`src/rtl/position_tracker_pkg.sv`:
```
// Shared constants and helpers for the multi-channel stepper position tracker.
package position_tracker_pkg;

  localparam int unsigned CH_A  = 0;
  localparam int unsigned CH_B  = 1;
  localparam int unsigned CH_Z  = 2;
  localparam int unsigned CH_E1 = 3;

  localparam logic DIR_FWD = 1'b0;

  localparam int unsigned DEF_NUM_CH      = 4;
  localparam int unsigned DEF_POS_W       = 32;
  localparam int unsigned DEF_SYNC_STAGES = 2;

  typedef enum logic [1:0] {
    STEP_NONE = 2'd0,
    STEP_UP   = 2'd1,
    STEP_DOWN = 2'd2
  } step_kind_e;

  function automatic logic is_forward(input logic dir, input logic inv);
    return (dir ^ inv) == DIR_FWD;
  endfunction

endpackage

```
`src/rtl/position_tracker_step_channel.sv`:
```
// One tracked channel: input synchronisers, step edge detect, signed counter with preset and sticky wrap flag.
module step_channel
  import position_tracker_pkg::*;
#(
  parameter int unsigned POS_W       = DEF_POS_W,
  parameter int unsigned SYNC_STAGES = DEF_SYNC_STAGES
) (
  input  logic             clk,
  input  logic             reset,
  input  logic             step,
  input  logic             direction,
  input  logic             enable_n,
  input  logic             inversion,
  input  logic             load,
  input  logic [POS_W-1:0] load_value,
  input  logic             clear_ovf,
  output logic [POS_W-1:0] pos,
  output logic             step_seen,
  output logic             overflow
);

  localparam logic [POS_W-1:0] POS_MAX = {1'b0, {(POS_W-1){1'b1}}};
  localparam logic [POS_W-1:0] POS_MIN = {1'b1, {(POS_W-1){1'b0}}};
  localparam logic [POS_W-1:0] POS_ONE = POS_W'(1);

  logic [SYNC_STAGES-1:0] step_sync;
  logic [SYNC_STAGES-1:0] dir_sync;
  logic [SYNC_STAGES-1:0] en_n_sync;
  logic                   step_prev;
  step_kind_e             step_req;
  logic                   wrap;

  // The qualified edge is registered together with its direction, so the
  // counter sees one step request one cycle after the edge is detected.
  always_ff @(posedge clk or negedge reset) begin
    if (!reset) begin
      step_sync <= '0;
      dir_sync  <= '0;
      en_n_sync <= '0;
      step_prev <= 1'b0;
      step_req  <= STEP_NONE;
    end else begin
      step_sync <= {step_sync[SYNC_STAGES-2:0], step};
      dir_sync  <= {dir_sync[SYNC_STAGES-2:0], direction};
      en_n_sync <= {en_n_sync[SYNC_STAGES-2:0], enable_n};
      step_prev <= step_sync[SYNC_STAGES-1];
      if (step_sync[SYNC_STAGES-1] && !step_prev && !en_n_sync[SYNC_STAGES-1]) begin
        step_req <= is_forward(dir_sync[SYNC_STAGES-1], inversion) ? STEP_UP : STEP_DOWN;
      end else begin
        step_req <= STEP_NONE;
      end
    end
  end

  always_comb begin
    wrap = 1'b0;
    if (!load) begin
      wrap = ((step_req == STEP_UP)   && (pos == POS_MAX)) ||
             ((step_req == STEP_DOWN) && (pos == POS_MIN));
    end
  end

  always_ff @(posedge clk or negedge reset) begin
    if (!reset) begin
      pos       <= '0;
      step_seen <= 1'b0;
      overflow  <= 1'b0;
    end else begin
      step_seen <= 1'b0;
      if (load) begin
        pos <= load_value;
      end else if (step_req == STEP_UP) begin
        pos       <= pos + POS_ONE;
        step_seen <= 1'b1;
      end else if (step_req == STEP_DOWN) begin
        pos       <= pos - POS_ONE;
        step_seen <= 1'b1;
      end

      if (wrap) begin
        overflow <= 1'b1;
      end else if (clear_ovf) begin
        overflow <= 1'b0;
      end
    end
  end

endmodule

```
`src/rtl/position_tracker.sv`:
```
// Multi-channel step position tracker with registered CoreXY (or direct) X/Y outputs.
module position_tracker
  import position_tracker_pkg::*;
#(
  parameter int unsigned NUM_CH      = DEF_NUM_CH,
  parameter int unsigned POS_W       = DEF_POS_W,
  parameter int unsigned SYNC_STAGES = DEF_SYNC_STAGES,
  parameter int unsigned COREXY      = 1
) (
  input  logic                    clk,
  input  logic                    reset,
  input  logic [NUM_CH-1:0]       step,
  input  logic [NUM_CH-1:0]       direction,
  input  logic [NUM_CH-1:0]       enable_n,
  input  logic [NUM_CH-1:0]       inversion,
  input  logic [NUM_CH-1:0]       load,
  input  logic [NUM_CH*POS_W-1:0] load_value,
  input  logic                    clear_ovf,
  output logic [NUM_CH*POS_W-1:0] pos,
  output logic [POS_W-1:0]        pos_x,
  output logic [POS_W-1:0]        pos_y,
  output logic [NUM_CH-1:0]       step_seen,
  output logic [NUM_CH-1:0]       overflow
);

  logic [POS_W-1:0] pos_ch [NUM_CH];
  logic [POS_W:0]   sum_ab;
  logic [POS_W:0]   diff_ab;

  for (genvar i = 0; i < NUM_CH; i++) begin : g_ch
    step_channel #(
      .POS_W      (POS_W),
      .SYNC_STAGES(SYNC_STAGES)
    ) u_ch (
      .clk       (clk),
      .reset     (reset),
      .step      (step[i]),
      .direction (direction[i]),
      .enable_n  (enable_n[i]),
      .inversion (inversion[i]),
      .load      (load[i]),
      .load_value(load_value[i*POS_W +: POS_W]),
      .clear_ovf (clear_ovf),
      .pos       (pos_ch[i]),
      .step_seen (step_seen[i]),
      .overflow  (overflow[i])
    );
    assign pos[i*POS_W +: POS_W] = pos_ch[i];
  end

  // Sign-extend by one bit so the halving never loses the carry/borrow.
  always_comb begin
    sum_ab  = {pos_ch[CH_A][POS_W-1], pos_ch[CH_A]} + {pos_ch[CH_B][POS_W-1], pos_ch[CH_B]};
    diff_ab = {pos_ch[CH_A][POS_W-1], pos_ch[CH_A]} - {pos_ch[CH_B][POS_W-1], pos_ch[CH_B]};
  end

  always_ff @(posedge clk or negedge reset) begin
    if (!reset) begin
      pos_x <= '0;
      pos_y <= '0;
    end else if (COREXY != 0) begin
      pos_x <= sum_ab[POS_W:1];
      pos_y <= diff_ab[POS_W:1];
    end else begin
      pos_x <= pos_ch[CH_A];
      pos_y <= pos_ch[CH_B];
    end
  end

endmodule

```
`config.mk`:
```
export PLATFORM = sky130hd
export DESIGN_NAME = position_tracker
export DESIGN_NICKNAME = d
export VERILOG_FILES = /design/src/rtl/position_tracker_pkg.sv /design/src/rtl/position_tracker_step_channel.sv /design/src/rtl/position_tracker.sv
export SDC_FILE = /design/constraint.sdc
export NUM_CORES = 1
export LEC_CHECK = 0
export CORE_MARGIN = 5
export CORE_UTILIZATION = 55
export DETAILED_ROUTE_END_ITERATION = 8
export GPL_ROUTABILITY_DRIVEN = 0
export GPL_TIMING_DRIVEN = 1
export PLACE_DENSITY_LB_ADDON = 0.1
export SLEW_MARGIN = 15
export SYNTH_ARGS = -nofsm -noshare
export SYNTH_HDL_FRONTEND = slang
export SYNTH_HIERARCHICAL = 1
export SYNTH_SLANG_ARGS = --single-unit
```
`constraint.sdc`:
```
create_clock -name clk -period 8.15 [get_ports clk]
set_input_delay 1.63 -clock clk [delete_from_list [all_inputs] [get_ports clk]]
set_output_delay 1.63 -clock clk [all_outputs]
set_load 0.01 [all_outputs]
```
* Word-level counts from Yosys, hierarchy flattened
Index checks and enable logic that the tools add are counted.
** Operators by class
- Add/sub/neg operators :: 10
- Eq/ne operators :: 16
- Muxes and demuxes :: 41
- Bitwise logic cells :: 4
- Reduce and logical (&&, ||, !) cells :: 36
** Operators with widths (count)
- 32-bit two-way mux :: 12
- 32-bit by 1-bit adder with 32-bit output, second input constant :: 4
- 32-bit by 31-bit equality test with 1-bit output, second input constant :: 4
- 32-bit equality test, second input constant :: 4
- 32-bit by 1-bit subtractor with 32-bit output, second input constant :: 4
- 32-bit by 32-bit adder with 33-bit output :: 1
- 32-bit by 32-bit subtractor with 33-bit output :: 1
- 1-bit two-way mux :: 21
- 1-bit logical AND :: 16
- 2-bit two-way mux :: 8
- 3-bit nonzero test :: 4
- 2-bit by 1-bit equality test with 1-bit output, second input constant :: 4
- 2-bit equality test, second input constant :: 4
- 1-bit zero test :: 8
- 2-bit nonzero test :: 4
- 1-bit logical OR :: 4
- 1-bit XOR :: 4
** Storage, ports and cells
- Flip-flop bits (word level) :: 236
- Bits of input ports :: 151
- Output and inout port bits :: 200

* Logic depth before layout (Yosys ltp)
Gate-level depths: netlist of the first run.
- Depth in word-level cells :: 5
- Mapped depth :: 15
- Gate-level depth less buffers :: 14

* Cells and area by module
The synthesis of the first run kept the hierarchy.
** By module, submodules not included
- step_channel at g_ch[1].u_ch ... :: instances 2, cells each 420, area each 3701.0 um2, seq. area each 1076.0 um2
- position_tracker :: instances 1, cells each 649, area each 5577.8 um2, seq. area each 1601.5 um2
- step_channel at g_ch[0].u_ch :: instances 1, cells each 415, area each 3798.6 um2, seq. area each 1076.0 um2
- step_channel at g_ch[3].u_ch :: instances 1, cells each 401, area each 3549.7 um2, seq. area each 1076.0 um2

* Worst setup path before layout of the first run
OpenSTA, ideal clock, no wires.
- Kind :: register -> register
- Start point :: register g_ch[3].u_ch.step_req[0]
- End point :: register g_ch[3].u_ch.pos[28]
- Setup time :: 0.126 ns
- Data arrival time :: 3.603 ns
- Data required time :: 8.024 ns
- Setup slack :: 4.421 ns
- Cell stages (with the launch flop) :: 14
- Buffers on the path :: 0
- Period minus slack after synthesis :: 3.729 ns
- Cell sequence :: dfrtp_1 ha_1 inv_1 ha_1 or3_1 o21ai_2 a31oi_4 a31oi_4 o31ai_1 a311o_2 a21boi_4 o21ai_2 xor2_1 a221o_1
** On the way
- Word-level cells in the longest chain between the ends :: 3
- Elaborated cells on any way between the ends :: 5
- Those cells by class :: eq/ne: 2; mux: 2; reduce/logical: 1
** RTL lines
- from (decl) :: line position_tracker_step_channel.sv:30 : step_kind_e step_req;
- from (signal assigned) :: line position_tracker_step_channel.sv:48 : step_req <= is_forward(dir_sync[SYNC_STAGES-1], inversion) ? STEP_UP : STEP_DOWN;
- 2-bit by 1-bit equality test with 1-bit output :: line position_tracker_step_channel.sv:72 : end else if (step_req == STEP_UP) begin
- 32-bit two-way mux :: line position_tracker_step_channel.sv:72
- 32-bit two-way mux :: line position_tracker_step_channel.sv:70 : if (load) begin
- to (signal assigned) :: line position_tracker_step_channel.sv:71 : pos <= load_value;
- to (signal assigned) :: line position_tracker_step_channel.sv:73 : pos <= pos + POS_ONE;
- to (signal assigned) :: line position_tracker_step_channel.sv:76 : pos <= pos - POS_ONE;
- to (decl) :: line position_tracker_step_channel.sv:17 : output logic [POS_W-1:0] pos,
Parallel ways exist; a longest one is shown, timed or not.
A chain may end at the register's enable or synchronous reset.

* Worst setup path in the final report of the first run
- Start point :: register g_ch[3].u_ch.step_req[0]
- End point :: register g_ch[3].u_ch.pos[29]
The elaborated chain is that of the path after synthesis.

==> summary.txt, run 1 <==
Synth
  – Top area cells in the synthesized netlist: dfrtp_1 29%, ha_1 12%, a21oi_1 5.6%, xnor2_1 4.4%, mux2_2 4.2%
  – Synth area leader: dfrtp_1
  – Mapped Nets: 2664
  – Syn Inst Count: 2305
  – Share of the synthesized area in the top cell type: 29.1%
  – Synthesized area per cell: 8.82 sq um
  – Yosys cell types: 124
  – EDFF count, synth: 0
  – Synth warn: 6
  – Post-synthesis sequential area ratio: 29.1%
  – Register bit total from synthesis: 236
  – Synthesized cell area: 20300 sq um
  – Top cells by count, synth: 236 x dfrtp_1, 226 x a21oi_1, 202 x ha_1
  – Fraction of registers with async set/reset: 100%
  – Most common cell in the netlist: dfrtp_1
  – Synth Flop Type: dfrtp_1

CTS
  – Post-CTS Setup Inserts: 0
  – TritonCTS buffer count: 28
  – TritonCTS clock tree: done
  – Clock sink count: 236
  – # resized after CTS: 0
  – Clock Path Buffers: 3
  – H-tree levels: 1
  – Reg clk slew, reported paths: 60 ps
  – Worst-Skew Late Latency: 570 ps
  – Root buf cell: clkbuf_16
  – Cts hold-fix bufs: 0

STA
  – Slew Limit Fails: 0
  – Final Hold Viols: 0
  – Slew margin rel.: 21.6%
  – Worst slew pin tran: 1170 ps
  – Setup TNS: 0 ps
  – RSZ-0062 raised after global routing: no
  – Final setup fails: 0
  – Final period util: 53.2%
  – Fmax: 231 MHz
  – Crit path time final: 4330 ps
  – Clock Skew: 12.7 ps

Floorplanning
  – DIE AREA: 40900 sq um
  – Starting density of the core: 55.7%
  – IO Count: 351
  – DIE WIDTH: 202 um
  – Die H: 202 um
  – Core area: 36500 sq um
  – Core Rows: 70

Detailed routing
  – Detailed Route Iter0 Violations: 1452
  – Via density per instance: 6.17
  – DRC: 0
  – Routed length per instance: 20.4 um
  – Initial DRT Pass Iterations: 6
  – Antenna-violating nets left: 0
  – WL final: 63200 um
  – Via Count: 19100

Pwr
  – Leakage: 10.3 nW
  – P per Cell Area: 242 nW/um^2
  – Peak supply drop: 0.000211 V

Global routing
  – Number of global-route vias before repair: 19100
  – GR Overflow Total: 0
  – Global-route wire length before repair: 100000 um
  – Gr usage total: 29.6%
  – Antenna violations before repair: 1
  – Largest net degree at the start of global routing: 101

Job
  – Max cap viols: 0

Layout
  – Inserted Diodes: 0
  – Fin cells: 3092
  – Seq. cell area: 5910 sq um
  – Share of cells above drive strength 1: 9.87%
  – Area of the multi-input gates: 13400 sq um
  – Area growth, synth to finish: 22.6%
  – Filler instances: 3010
  – Nets: 2964

Worst setup path
  – CP arrival: 4790 ps
  – Crit path cell chain: ha_1, inv_1, ha_1, a21o_1, a31oi_1, o22ai_1, or3_1, o211ai_1, o211ai_1, a31oi_1, xor2_1, a21oi_1, mux2_2
  – WS Path Type: flip-flop to flip-flop
  – Worst Path Required: 8600 ps
  – Worst-path cell with the longest stage delay: inv_1
  – Slowest stage delay, CP: 870 ps
  – CP Launch Type: flip-flop
  – Crit Path Max Fanout: 35
  – Crit. End Element: flip-flop

Placed design
  – Post-DP HPWL: 48000 um
  – Port bufs: 350
  – Placed insts: 3043

Min path
  – Hold WC Path Type: flip-flop to flip-flop

Status
  – Status: complete, no violations
==> stage by stage <==
step / hold WS, ps / worst slack, ps / utilization, % / instance area (sq um) / power [W]
3_3_place_gp: 332 / 4050 / 65.7 / 24000 / 0.00465
3_5_place_dp: 335 / 3870 / 65.7 / 24000 / 0.00472
4_1_cts: 346 / 3860 / 68.2 / 24900 / 0.00603
2_1_floorplan: 331 / 4420 / - / 20300 / 0.00358
6_report: 345 / 3820 / 68.2 / 24900 / 0.00603
5_1_grt: 353 / 3480 / 68.2 / 24900 / 0.00640
==> cell families (layout without fill, tap and decap cells) <==
logic type                 after synthesis  count (layout)  share of synthesized area [%]
xor gates and xnor gates               162             162                           6.98
adders and majority gates              208             208                           13.0
and+or+nand+nor                        718             718                           18.1
DFF                                    236             236                           29.1
AOI/OAI and AO/OA                      676             676                           23.2
muxes                                   88              88                           4.81
buffers and inverters                  217             536                           4.84
==> layout by cell type (no fill, tap or decap), types with 24 or more instances in the layout <==
master	count
nor2_1	196
nor2b_1	26
nor4_1	49
o21ai_0	91
nor3_1	39
o21ai_1	24
clkdlybuf4s50_1	347
ha_1	202
mux2_2	76
dfrtp_1	236
xnor2_1	103
clkbuf_16	29
a21oi_1	226
inv_1	122
nand4_1	67
nand2_1	158
nand3_1	46
xor2_1	59
a21o_1	62
==> path summary, 6_finish.rpt <==
check                                     startpoint                   endpoint  slack [ps]  cells past startpoint
max in group asynchronous                      reset       g_ch[3].u_ch/pos[12]        5590                      2
min                        g_ch[2].u_ch/en_n_sync[0]  g_ch[2].u_ch/en_n_sync[1]         350                      0
min in group asynchronous                      reset       g_ch[2].u_ch/pos[21]        1090                      1
max                         g_ch[3].u_ch/step_req[0]       g_ch[3].u_ch/pos[29]        3820                     13
min reg2reg                g_ch[2].u_ch/en_n_sync[0]  g_ch[2].u_ch/en_n_sync[1]         350                      0
max reg2reg                 g_ch[3].u_ch/step_req[0]       g_ch[3].u_ch/pos[29]        3820                     13
==> report_power, final <==
part | switching (W) | leakage, nW | internal, W
clock network | 0.000517 | 0.467 | 0.000765
logic | 0.00164 | 7.03 | 0.00141
registers | 0.000271 | 2.79 | 0.00143
total | 0.00243 | 10.3 | 0.00360
==> area by class of cell <==
class	count	area share, %
Timing Repair Buffer	361	14.4
Multi-Input combinational cell	1852	53.9
Sequential cell	236	23.7
Inverter	126	1.90
Clock buffer	34	3.11
Clock inverter	15	0.643
Tap cell	468	2.35
==> critical path: cells and delay by family (launching register included) <==
family / cells / cell delay, ps
AO/OA/AOI/OAI: 7 / 1450
XOR/XNOR: 1 / 160
adder cells (fa/ha/maj): 2 / 750
buffers and inverters: 1 / 870
flip-flops: 1 / 380
multiplexers: 1 / 290
AND/OR/NAND/NOR: 1 / 320
==> registers in the layout (all words and copies together), names as in the netlist, 8 cells and up <==
| signal | cells |
|---|---|
| g_ch.u_ch/en_n_sync | 8 |
| g_ch.u_ch/pos | 128 |
| g_ch.u_ch/step_req | 8 |
| g_ch.u_ch/dir_sync | 8 |
| g_ch.u_ch/step_sync | 8 |
| pos_y | 32 |
| pos_x | 32 |
==> per-layer routing <==
metal  track usage, %  part of all wire, %  vias to the layer above
li1                 -                    -                     9035
met2             49.1                   46                      843
met5                0                0.021                        -
met1             37.3                   41                     9040
met4             12.7                  4.8                        2
met3             6.56                  8.9                      172
(Power assumes the default switching activity.)
==> inputs of run 2 (changes only) <==
Settings changed: CORE_UTILIZATION 55 to 50.
Clock period 8.15 ns to 3.8 ns, I/O delays scaled along.
==> run 2 against run 1 <==
Net effect:
- first-iteration DRC count increased by 18%
- sequential power increased by 110%
- core utilization decreased by 4.7 points
- critical path type unchanged
- highest routed layer unchanged
==> summary.txt, run 2 (synthesized netlist as in run 1, its figures left out) <==
Status
  – Status: complete, no violations

Detailed routing
  – Initial DRT Pass Iterations: 5
  – DRC: 0
  – Detailed Route Iter0 Violations: 1720
  – Routed length per instance: 20.9 um
  – Via density per instance: 6.04
  – WL final: 66600 um
  – Via Count: 19200
  – Antenna-violating nets left: 0

Pwr
  – Share of total power in the clock network: 22.5%
  – Comb pwr share: 50.2%
  – Switch share: 40.0%
  – Register share of total power: 27.3%
  – Leakage: 10.5 nW
  – Internal power: 0.00799 W
  – Sw Pwr: 0.00532 W
  – P per Cell Area: 524 nW/um^2
  – Peak supply drop: 0.000392 V

Worst setup path
  – WS Path Type: flip-flop to flip-flop
  – CP arrival: 4060 ps
  – Crit. End Element: flip-flop
  – CP Launch Type: flip-flop
  – Crit Path Max Fanout: 6
  – Worst Path Required: 4250 ps

Placed design
  – Placement Cell Area: 24300 sq um
  – Post-DP HPWL: 51300 um
  – Port bufs: 350
  – Pre-CTS setup slack: 147 ps

Layout
  – Largest Register: g_ch.u_ch/pos
  – Commonest non-fill, non-tap cell in the layout: clkdlybuf4s50_1
  – Share of cells above drive strength 1: 11.3%
  – Design Area, Final: 25400 sq um
  – Most frequent cells in the layout: 346 x clkdlybuf4s50_1, 236 x dfrtp_1, 226 x a21oi_1
  – Nets: 3001
  – Top flop regs: g_ch.u_ch/pos: 128 flops, pos_x: 32 flops, pos_y: 32 flops
  – Filler instances: 3402
  – Max reg flops: 128
  – Inserted Diodes: 0
  – Area growth, synth to finish: 25.0%

Global routing
  – Antenna violations before repair: 2
  – Largest net degree at the start of global routing: 81
  – GR Overflow Total: 0
  – Number of global-route vias before repair: 19000
  – Global-route wire length before repair: 103000 um
  – Gr usage total: 28.3%

STA
  – Worst slew pin tran: 932 ps
  – Post-route setup slack: 182 ps
  – Final Hold Viols: 0
  – Crit path time final: 3620 ps
  – Slew margin rel.: 37.9%
  – Fmax: 276 MHz
  – Slew Limit Fails: 0
  – Clock Skew: 19.5 ps
  – Final period util: 95.2%
  – Final setup fails: 0

Job
  – Max cap viols: 0

CTS
  – Worst-Skew Late Latency: 580 ps
  – Cts hold-fix bufs: 0
  – H-tree levels: 1
  – Reg clk slew, reported paths: 60 ps
  – TritonCTS clock tree: done
  – Clock sink count: 236
  – Root buf cell: clkbuf_16
  – Clock Path Buffers: 3
  – TritonCTS buffer count: 29

Floorplanning
  – Die H: 212 um
  – Core Rows: 73
  – DIE WIDTH: 212 um
  – IO Count: 351
  – DIE AREA: 44800 sq um
  – Starting density of the core: 50.8%
  – Core area: 40000 sq um

Min path
  – Hold WC Path Type: primary input to async pin
## run 2: cell types whose count changed in the layout (fill, tap and decap cells not counted), sizes merged
cell / delta
clkbuf: +5
buf: +36
clkinv: -5
inv: -3
bufinv: +2
clkdlybuf4s50: -1
clkinvlp: +4
## run 2: per-layer routing
layer  up-vias  part of all wire (%)  global-route usage (%)
li1       9117                     -                       -
met2       788                    46                    47.4
met1      9183                    41                    36.8
met3       151                   7.8                    4.98
met5         -                 0.021                       0
met4         4                   4.3                    10.8
## run 2: path summary, 6_finish.rpt
| kind | from | to | slack [ps] | cells after the start |
|---|---|---|---|---|
| worst max-delay path | g_ch[3].u_ch/step_req[1] | g_ch[3].u_ch/pos[24] | 180 | 15 |
| worst min-delay path | reset | g_ch[2].u_ch/pos[17] | 160 | 1 |
| worst max register to register | g_ch[3].u_ch/step_req[1] | g_ch[3].u_ch/pos[24] | 180 | 15 |
| worst min register to register | g_ch[3].u_ch/en_n_sync[0] | g_ch[3].u_ch/en_n_sync[1] | 350 | 0 |
| max in group asynchronous | reset | g_ch[0].u_ch/pos[15] | 2710 | 2 |
| min in group clk | g_ch[3].u_ch/en_n_sync[0] | g_ch[3].u_ch/en_n_sync[1] | 350 | 0 |
## run 2: power groups by stage
stage                     combinational, W  sequential, W  clock, W
after detailed placement           0.00657        0.00367         0
after floorplan                    0.00393        0.00374         0
final                              0.00669        0.00363   0.00299
after global placement             0.00645        0.00366         0
after global routing               0.00723        0.00369   0.00316
after CTS                          0.00662        0.00363   0.00306
## run 2: repair_timing
item                                    CTS  global route
endpoints found under the setup margin    0             9
resized for setup                         0             5
setup buffers                             0             9
## run 2: layout make-up
| type | instances | area [sq um] | area share (%) |
|---|---|---|---|
| Clock buffer | 39 | 833 | 3.28 |
| Multi-Input combinational cell | 1852 | 13400 | 52.9 |
| Sequential cell | 236 | 5910 | 23.2 |
| Clock inverter | 12 | 191 | 0.753 |
| Timing Repair Buffer | 396 | 3890 | 15.3 |
| Inverter | 126 | 484 | 1.91 |
| Tap cell | 525 | 657 | 2.59 |
| Timing Repair inverter | 1 | 5.00 | 0.0197 |
## run 2: stage by stage
step | std cells | TNS [ps] | hold slack, ps | util (%) | power (W)
after floorplan | 2305 | 0 | 331 | - | 0.00767
after global placement | 3126 | 0 | 332 | 60.7 | 0.0101
after detailed placement | 3126 | 0 | 335 | 60.7 | 0.0102
after CTS | 3177 | 0 | 173 | 63.2 | 0.0133
after global routing | 3187 | -14.7 | 199 | 63.5 | 0.0141
final | 3187 | 0 | 161 | 63.5 | 0.0133
## run 2: critical path: stages (launching register included)
cell,delay [ps]
dfrtp_1,370
inv_1,60
ha_2,220
clkinvlp_4,150
buf_4,170
ha_1,360
or3_1,400
o21ai_2,90
a31oi_4,60
a31oi_4,260
o31ai_1,130
a311o_2,420
a21boi_4,250
o21bai_2,80
xor2_1,140
a221o_1,320
==> inputs of run 3 (changes only) <==
Settings changed: CORE_UTILIZATION 50 to 55, SKIP_LAST_GASP from default to 1.
Clock period 3.8 ns to 3.9 ns, I/O delays scaled along.
==> run 3 against run 2 <==
Net effect:
- highest routed layer unchanged
- clock power up 1%
- non-clock buffer count up 2
- final cell count shrank 1.7%
==> summary.txt, run 3 (synthesized netlist as in run 1, its figures left out) <==
Status
  – Status: complete, no violations

Global routing
  – Largest net degree at the start of global routing: 88
  – GR Overflow Total: 0
  – Number of global-route vias before repair: 19000
  – Antenna violations before repair: 1
  – Gr usage total: 30.5%
  – Global-route wire length before repair: 103000 um

STA
  – Final Hold Viols: 0
  – Post-route setup slack: 197 ps
  – Final period util: 94.9%
  – Slew margin rel.: 27.5%
  – Worst slew pin tran: 1090 ps
  – Crit path time final: 3700 ps
  – Clock Skew: 26.4 ps
  – Slew Limit Fails: 0
  – Final setup fails: 0
  – Setup TNS: 0 ps
  – Fmax: 270 MHz

CTS
  – TritonCTS clock tree: done
  – Clock sink count: 236
  – TritonCTS buffer count: 28
  – Cts hold-fix bufs: 0
  – Worst-Skew Late Latency: 580 ps
  – Clock Path Buffers: 3
  – H-tree levels: 1
  – Reg clk slew, reported paths: 70 ps
  – Root buf cell: clkbuf_16

Layout
  – Design Area, Final: 25400 sq um
  – Max reg flops: 128
  – Nets: 3002
  – Area growth, synth to finish: 24.8%
  – Largest Register: g_ch.u_ch/pos
  – Fin cells: 3133
  – Share of cells above drive strength 1: 11.2%
  – Commonest non-fill, non-tap cell in the layout: clkdlybuf4s50_1
  – Filler instances: 2891
  – Top flop regs: g_ch.u_ch/pos: 128 flops, pos_x: 32 flops, pos_y: 32 flops
  – Most frequent cells in the layout: 347 x clkdlybuf4s50_1, 236 x dfrtp_1, 226 x a21oi_1

Placed design
  – Post-DP HPWL: 49900 um
  – Placement Cell Area: 24200 sq um
  – Port bufs: 350
  – Pre-CTS setup slack: 116 ps
  – Placed insts: 3072

Detailed routing
  – DRC: 0
  – Antenna-violating nets left: 0
  – WL final: 65300 um
  – Routed length per instance: 20.8 um
  – Via density per instance: 6.19
  – Via Count: 19400
  – Initial DRT Pass Iterations: 6
  – Detailed Route Iter0 Violations: 1872

Floorplanning
  – Starting density of the core: 55.7%
  – IO Count: 351
  – Die H: 202 um
  – DIE AREA: 40900 sq um
  – DIE WIDTH: 202 um
  – Core Rows: 70
  – Core area: 36500 sq um

Worst setup path
  – Crit. End Element: flip-flop
  – Crit Path Max Fanout: 7
  – Critical R2R Launch: g_ch[3].u_ch/step_req[1]
  – WS Path Type: flip-flop to flip-flop
  – CP arrival: 4160 ps
  – Worst Setup SP: g_ch[3].u_ch/step_req[1]
  – Worst-path cell with the longest stage delay: dfrtp_1
  – Crit path cell chain: inv_1, ha_2, clkinvlp_2, buf_4, ha_1, a21o_1, a31oi_1, o22ai_1, or3_1, o211ai_1, o211ai_1, a31oi_1, xor2_1, a21oi_1, mux2_2
  – Worst Path Required: 4360 ps
  – CP Launch Type: flip-flop
  – Slowest stage delay, CP: 370 ps

Pwr
  – Comb pwr share: 49.8%
  – Register share of total power: 27.0%
  – Sw Pwr: 0.00515 W
  – Share of total power in the clock network: 23.2%
  – Switch share: 39.5%
  – Leakage: 10.5 nW
  – P per Cell Area: 514 nW/um^2
  – Internal power: 0.00790 W
  – Peak supply drop: 0.000449 V

Min path
  – Hold WC Path Type: primary input to async pin

Job
  – Max cap viols: 0
[run 3: worst paths after layout]
check / cells past startpoint / to / slack, ps
worst max-delay path: 15 / g_ch[3].u_ch/pos[29] / 200
worst min-delay path: 1 / pos_y[2] / 200
worst max register to register: 15 / g_ch[3].u_ch/pos[29] / 200
worst min register to register: 0 / g_ch[2].u_ch/en_n_sync[1] / 350
max in group asynchronous: 2 / pos_x[0] / 2830
min in group clk: 0 / g_ch[2].u_ch/en_n_sync[1] / 350
[run 3: power groups by stage]
stage	Sequential, W	Combinational (W)	Clock (W)
after floorplan	0.00365	0.00383	0
after global placement	0.00354	0.00625	0
after detailed placement	0.00356	0.00638	0
after CTS	0.00351	0.00642	0.00310
after global routing	0.00358	0.00703	0.00320
final	0.00352	0.00649	0.00303
[run 3: cell type report]
cell class	count	area, sq um	share of cell area (%)
Antenna cell	1	2.50	0.00986
Timing Repair inverter	1	5.00	0.0197
Tap cell	468	586	2.31
Inverter	126	477	1.88
Timing Repair Buffer	398	3900	15.4
Multi-Input combinational cell	1852	13400	53.0
Sequential cell	236	5910	23.3
Clock buffer	35	768	3.03
Clock inverter	16	295	1.16
[run 3: through the flow]
| stage | util [%] | power (W) | hold WS (ps) |
|---|---|---|---|
| 3_5_place_dp | 66.4 | 0.00993 | 337 |
| 5_1_grt | 69.5 | 0.0138 | 276 |
| 4_1_cts | 69.3 | 0.0130 | 243 |
| 3_3_place_gp | 66.4 | 0.00979 | 332 |
| 2_1_floorplan | - | 0.00748 | 331 |
| 6_report | 69.5 | 0.0131 | 203 |
[run 3: routing by layer]
layer | up-vias | share of wire [%] | global-route usage [%]
met2 | 860 | 46 | 50.3
met3 | 183 | 8.9 | 6.58
met4 | 2 | 5.1 | 13.1
met5 | - | 0.020 | 0
met1 | 9222 | 40 | 38.9
li1 | 9113 | - | -
[run 3: timing repair]
action,in CTS,in global routing
setup endpoints to repair,0,4
resized for setup,0,2
setup buffers,0,8
[run 3: critical path: cells and delay by family (launching register included)]
kind                       cells  cell delay, ps
adders and majority gates      2             640
muxes                          1             290
buffers and inverters          3             530
xor gates and xnor gates       1             170
and+or+nand+nor                1             320
AOI/OAI and AO/OA              7            1280
DFF                            1             370
==> patch 1 (flow settings as in run 2) <==
Register the input `load_value` before use. The logic sees it one clock later. The other inputs are not delayed to match.
--- a/src/rtl/position_tracker.sv
+++ b/src/rtl/position_tracker.sv
@@ -24,4 +24,10 @@
 );
 
+  logic [NUM_CH*POS_W-1:0] load_value_q;
+
+  always_ff @(posedge clk) begin
+    load_value_q <= load_value;
+  end
+
   logic [POS_W-1:0] pos_ch [NUM_CH];
   logic [POS_W:0]   sum_ab;
@@ -40,5 +46,5 @@
       .inversion (inversion[i]),
       .load      (load[i]),
-      .load_value(load_value[i*POS_W +: POS_W]),
+      .load_value(load_value_q[i*POS_W +: POS_W]),
       .clear_ovf (clear_ovf),
       .pos       (pos_ch[i]),
Formal check against the unedited RTL: not equivalent (Yosys sat finds a counterexample within 4 cycles, from zero or initial values and one cycle with reset low).
==> patch 1 against run 2 <==
  * Wire length is 5.6% higher
  * Final area is 12% higher
  * Fmax is 1.6% higher
  * Synthesized area is 13% higher
  * Critical endpoint is now g_ch[3].u_ch/pos[29]$_DFFE_PN0P_
  * Total power is 18% higher
  * Setup slack better by 0.056 ns
  * Sequential cell count is 128 higher
  * Highest routed layer is now met4
  * Combinational power is 1% lower
==> patch 1: results (changes against run 2) <==
* Tightest Pin Transition at 0.938 ns (+0.00649 ns)
* Status: finished, final reports clean
* Worst clock skew at 0.0111 ns (-0.00846 ns)
* Async SR Flop Fraction at 64.8% (-35 points)
* Largest net degree at the start of global routing at 98 (+21%)
* Post-synthesis sequential area ratio at 37.0% (+7.9 points)
* Dominant cells by area after synthesis: dfrtp_1 (26%), dfxtp_1 (11%), ha_1 (11%), a21oi_1 (4.9%), xnor2_1 (3.9%)
* Post-synthesis mux area share at 4.27% (-0.54 points)
* VDD IR max at 0.428 mV (+9.1%)
* Share of cells above drive strength 1 at 11.1% (-0.18 points)
* DR iter-0 viols at 1506 (-12%)
* Worst R2R End: g_ch[3].u_ch/pos[29]$_DFFE_PN0P_
* Synth cell types at 125 (+0.81%)
* DR pass1 iterations at 6 (+1)
* First-pass GRT wire length at 111 mm (+7.1%)
* Worst Setup Slack, final at 0.238 ns (+0.0561 ns)
* Initial antenna violation count at 1 (-1)
* Syn_area_per_cell at 9.41 µm² (+6.7%)
* Total GRT Usage at 27.2% (-1.1 points)
* Leak at 11.7 nW (+12%)
* WP data arrival at 4.01 ns (-0.05 ns)
* Dpl cells at 3329 (+6.5%)
* Biggest regs: g_ch.u_ch/pos (128), load_value_q (128)
* Via density at 5.91 (-2.1%)
* TritonCTS Buffers at 41 (+41%)
==> patch 1: where the power goes <==
part / leakage (nW) / switching (mW) / internal, mW
Combinational: 7.17 / 3.56 / 3.04
Clock: 0.692 / 1.64 / 2.43
Sequential: 3.87 / 0.578 / 4.47
Total: 11.7 / 5.78 / 9.94
==> patch 1: cells by family (layout without fill, tap and decap cells) <==
logic type,after synthesis,count (layout)
adder cells (fa/ha/maj),208,208
XOR/XNOR,162,162
multiplexers,88,88
buffers and inverters,217,589
flip-flops,364,364
AO/OA/AOI/OAI,676,676
other,0,1
AND/OR/NAND/NOR,718,718
==> patch 1: per-layer routing <==
metal | vias up | wire, µm | global-route usage [%]
met5 | - | 0 | 0
met4 | 0 | 3170 | 11.6
met3 | 151 | 4530 | 4.23
met2 | 726 | 33600 | 45.9
met1 | 9742 | 29000 | 34.9
li1 | 9515 | - | -
==> patch 1: worst min-delay path by stage <==
stage,start,endpoint,slack [ns],depth (start not counted)
after floorplan,g_ch[0].u_ch/dir_sync[0]$_DFF_PN0_,g_ch[0].u_ch/dir_sync[1]$_DFF_PN0_,0.33,0
after global placement,g_ch[2].u_ch/dir_sync[0]$_DFF_PN0_,g_ch[2].u_ch/dir_sync[1]$_DFF_PN0_,0.33,0
after detailed placement,g_ch[3].u_ch/step_sync[0]$_DFF_PN0_,g_ch[3].u_ch/step_sync[1]$_DFF_PN0_,0.33,0
after CTS,reset,g_ch[2].u_ch/pos[19]$_DFFE_PN0P_,0.27,1
after global routing,reset,g_ch[2].u_ch/pos[19]$_DFFE_PN0P_,0.31,1
final,reset,g_ch[2].u_ch/pos[20]$_DFFE_PN0P_,0.24,1
==> patch 1: metrics by stage <==
step	hold slack (ns)	cell area [µm²]	total power, mW
global placement	0.334	26900	11.5
CTS	0.267	28400	15.8
finish	0.241	28400	15.7
detailed placement	0.335	26900	11.6
global route	0.309	28400	16.6
floorplan	0.331	22900	9.06
==> patch 1: area by class of cell <==
class	instances	area (µm²)	share of cell area, %
Tap cell	600	751	2.65
Timing Repair Buffer	387	3820	13.5
Clock inverter	17	158	0.556
Antenna cell	1	2.50	0.00882
Sequential cell	364	8470	29.9
Inverter	126	473	1.67
Multi-Input combinational cell	1852	13400	47.4
Clock buffer	59	1250	4.40
==> patch 1: worst max-delay path, delay by kind of cell (launching register included) <==
kind | cells | cell delay [ns]
XOR/XNOR | 1 | 0.17
multiplexers | 1 | 0.30
flip-flops | 1 | 0.38
buffers and inverters | 3 | 0.38
AO/OA/AOI/OAI | 7 | 1.29
adder cells (fa/ha/maj) | 2 | 0.60
AND/OR/NAND/NOR | 1 | 0.33
==> patch 2 (config.mk and constraints of run 2) <==
Without the edit above. `DEF_NUM_CH`: 4 -> 2.
--- a/src/rtl/position_tracker_pkg.sv
+++ b/src/rtl/position_tracker_pkg.sv
@@ -9,5 +9,5 @@
   localparam logic DIR_FWD = 1'b0;
 
-  localparam int unsigned DEF_NUM_CH      = 4;
+  localparam int unsigned DEF_NUM_CH      = 2;
   localparam int unsigned DEF_POS_W       = 32;
   localparam int unsigned DEF_SYNC_STAGES = 2;
Ports: changed (9 resized); port bits go from 351 to 209. The function was not compared with the original's and may differ.
==> patch 2 against run 2 <==
  * Setup slack worse by 0.045 ns
  * Final area down 36%
  * Global-route usage down 0.37 points
  * Total power down 33%
  * Wire length down 38%
  * Clock skew down 0.0081 ns
  * Sequential cell count down 86
  * Clock power down 41%
  * Die area down 35%
  * Synthesized area down 36%
  * Largest cell class unchanged
==> patch 2: results (changes against run 2) <==
* Non-clk invs at 105 (-17%)
* Mapped Nets at 1729 (-35%)
* Commonest cells post-synth: dfrtp_1 (150), a21oi_1 (149), ha_1 (132)
* Min-Delay Path Class: flip-flop to flip-flop
* DRT Wirelength at 41.5 mm (-38%)
* Status: finished, final reports clean
* Internal power at 5.23 mW (-35%)
* # clk buffers at 19 (-51%)
* Reg2reg path depth at 16 (+1)
* Critical Path End: g_ch[1].u_ch/pos[24]$_DFFE_PN0P_
* DR WL met2 at 18.5 mm (-40%)
* M2 GR Usage at 43.7% (-3.7 points)
* TritonCTS Buffers at 17 (-41%)
* Worst Setup Slack, final at 0.137 ns (-0.0450 ns)
* Tightest Pin Transition at 0.907 ns (-0.0247 ns)
* Clock network share of area at 3.63% (-0.40 points)
* M1 wire length at 18.2 mm (-34%)
* Final net count at 1937 (-35%)
* Synth cell types at 103 (-17%)
* CTS Buffer Depth at 2 (-1)
* DR pass1 iterations at 6 (+1)
* GRT met3 Usage at 4.50% (-0.47 points)
* Post-synthesis compound-gate area fraction at 23.8% (+0.64 points)
* WP data arrival at 3.98 ns (-0.08 ns)
* Routed wl met3 at 3.08 mm (-41%)
* Non-clock buffers at 252 (-36%)
* Synth Area in Adders at 13.3% (+0.29 points)
* Seq area share at 23.2% (about the same)
* Worst clock skew at 0.0114 ns (-0.00808 ns)
* Share of cells above drive strength 1 at 9.62% (-1.7 points)
* H-tree levels at 4 (+3)
* Fillers at 2278 (-33%)
* Biggest regs: g_ch.u_ch/pos (64), pos_x (32), pos_y (32)
* Total negative setup slack at 0 ns (unchanged)
* VDD IR max at 0.419 mV (+7.0%)
* PortBufs at 208 (-41%)
* Seq_cells at 150 (-36%)
* Synth Area in XOR/XNOR at 7.07% (+0.093 points)
* Detailed Place HPWL at 31.6 mm (-38%)
* M1 GR Usage at 38.6% (+1.9 points)
* Critical Path Start: g_ch[1].u_ch/step_req[1]$_DFF_PN0_
* First-pass GRT wire length at 65.5 mm (-37%)
* Post-synthesis sequential area ratio at 28.9% (-0.18 points)
* Leak at 6.75 nW (-36%)
* Combinational power share at 53.5% (+3.3 points)
* Via density at 6.07 (+0.47%)
* Final non-clock buffer share at 14.9% (-0.45 points)
* Clk. pwr at 1.75 mW (-41%)
* Post-synthesis mux area share at 3.33% (-1.5 points)
* Fraction of area in multi-input gates at 53.2% (+0.29 points)
* Initial antenna violation count at 0 (-2)
## patch 2: changes by cell type after synthesis, sizes merged, moves of 21 or more
cell and delta:
mux2 -44, xnor2 -27, nand2 -55, a21o -30
nor2 -72, xor2 -30, ha -70, nand4 -24
inv -21, dfrtp -86, a21oi -93, o21ai -41
## patch 2: metrics by stage
stage	std cells	hold slack [ns]	power (mW)	area [µm²]
6_report	2071	0.348	8.93	16200
5_1_grt	2071	0.354	9.49	16200
3_3_place_gp	2034	0.331	7.06	15500
4_1_cts	2065	0.350	8.90	16100
3_5_place_dp	2034	0.335	7.11	15500
2_1_floorplan	1516	0.331	5.25	13000
## patch 2: critical path: stages (launching register included)
cell and delay, ns:
dfrtp_1 0.38, inv_1 0.06, ha_2 0.23, clkinvlp_4 0.17, buf_4 0.19, buf_4 0.12, ha_1 0.23, or3_1 0.42
o21ai_2 0.10, a31oi_4 0.06, a31oi_4 0.25, o31ai_1 0.13, a311o_2 0.42, a21boi_4 0.23, o21bai_2 0.09, xor2_1 0.15
a221o_1 0.32
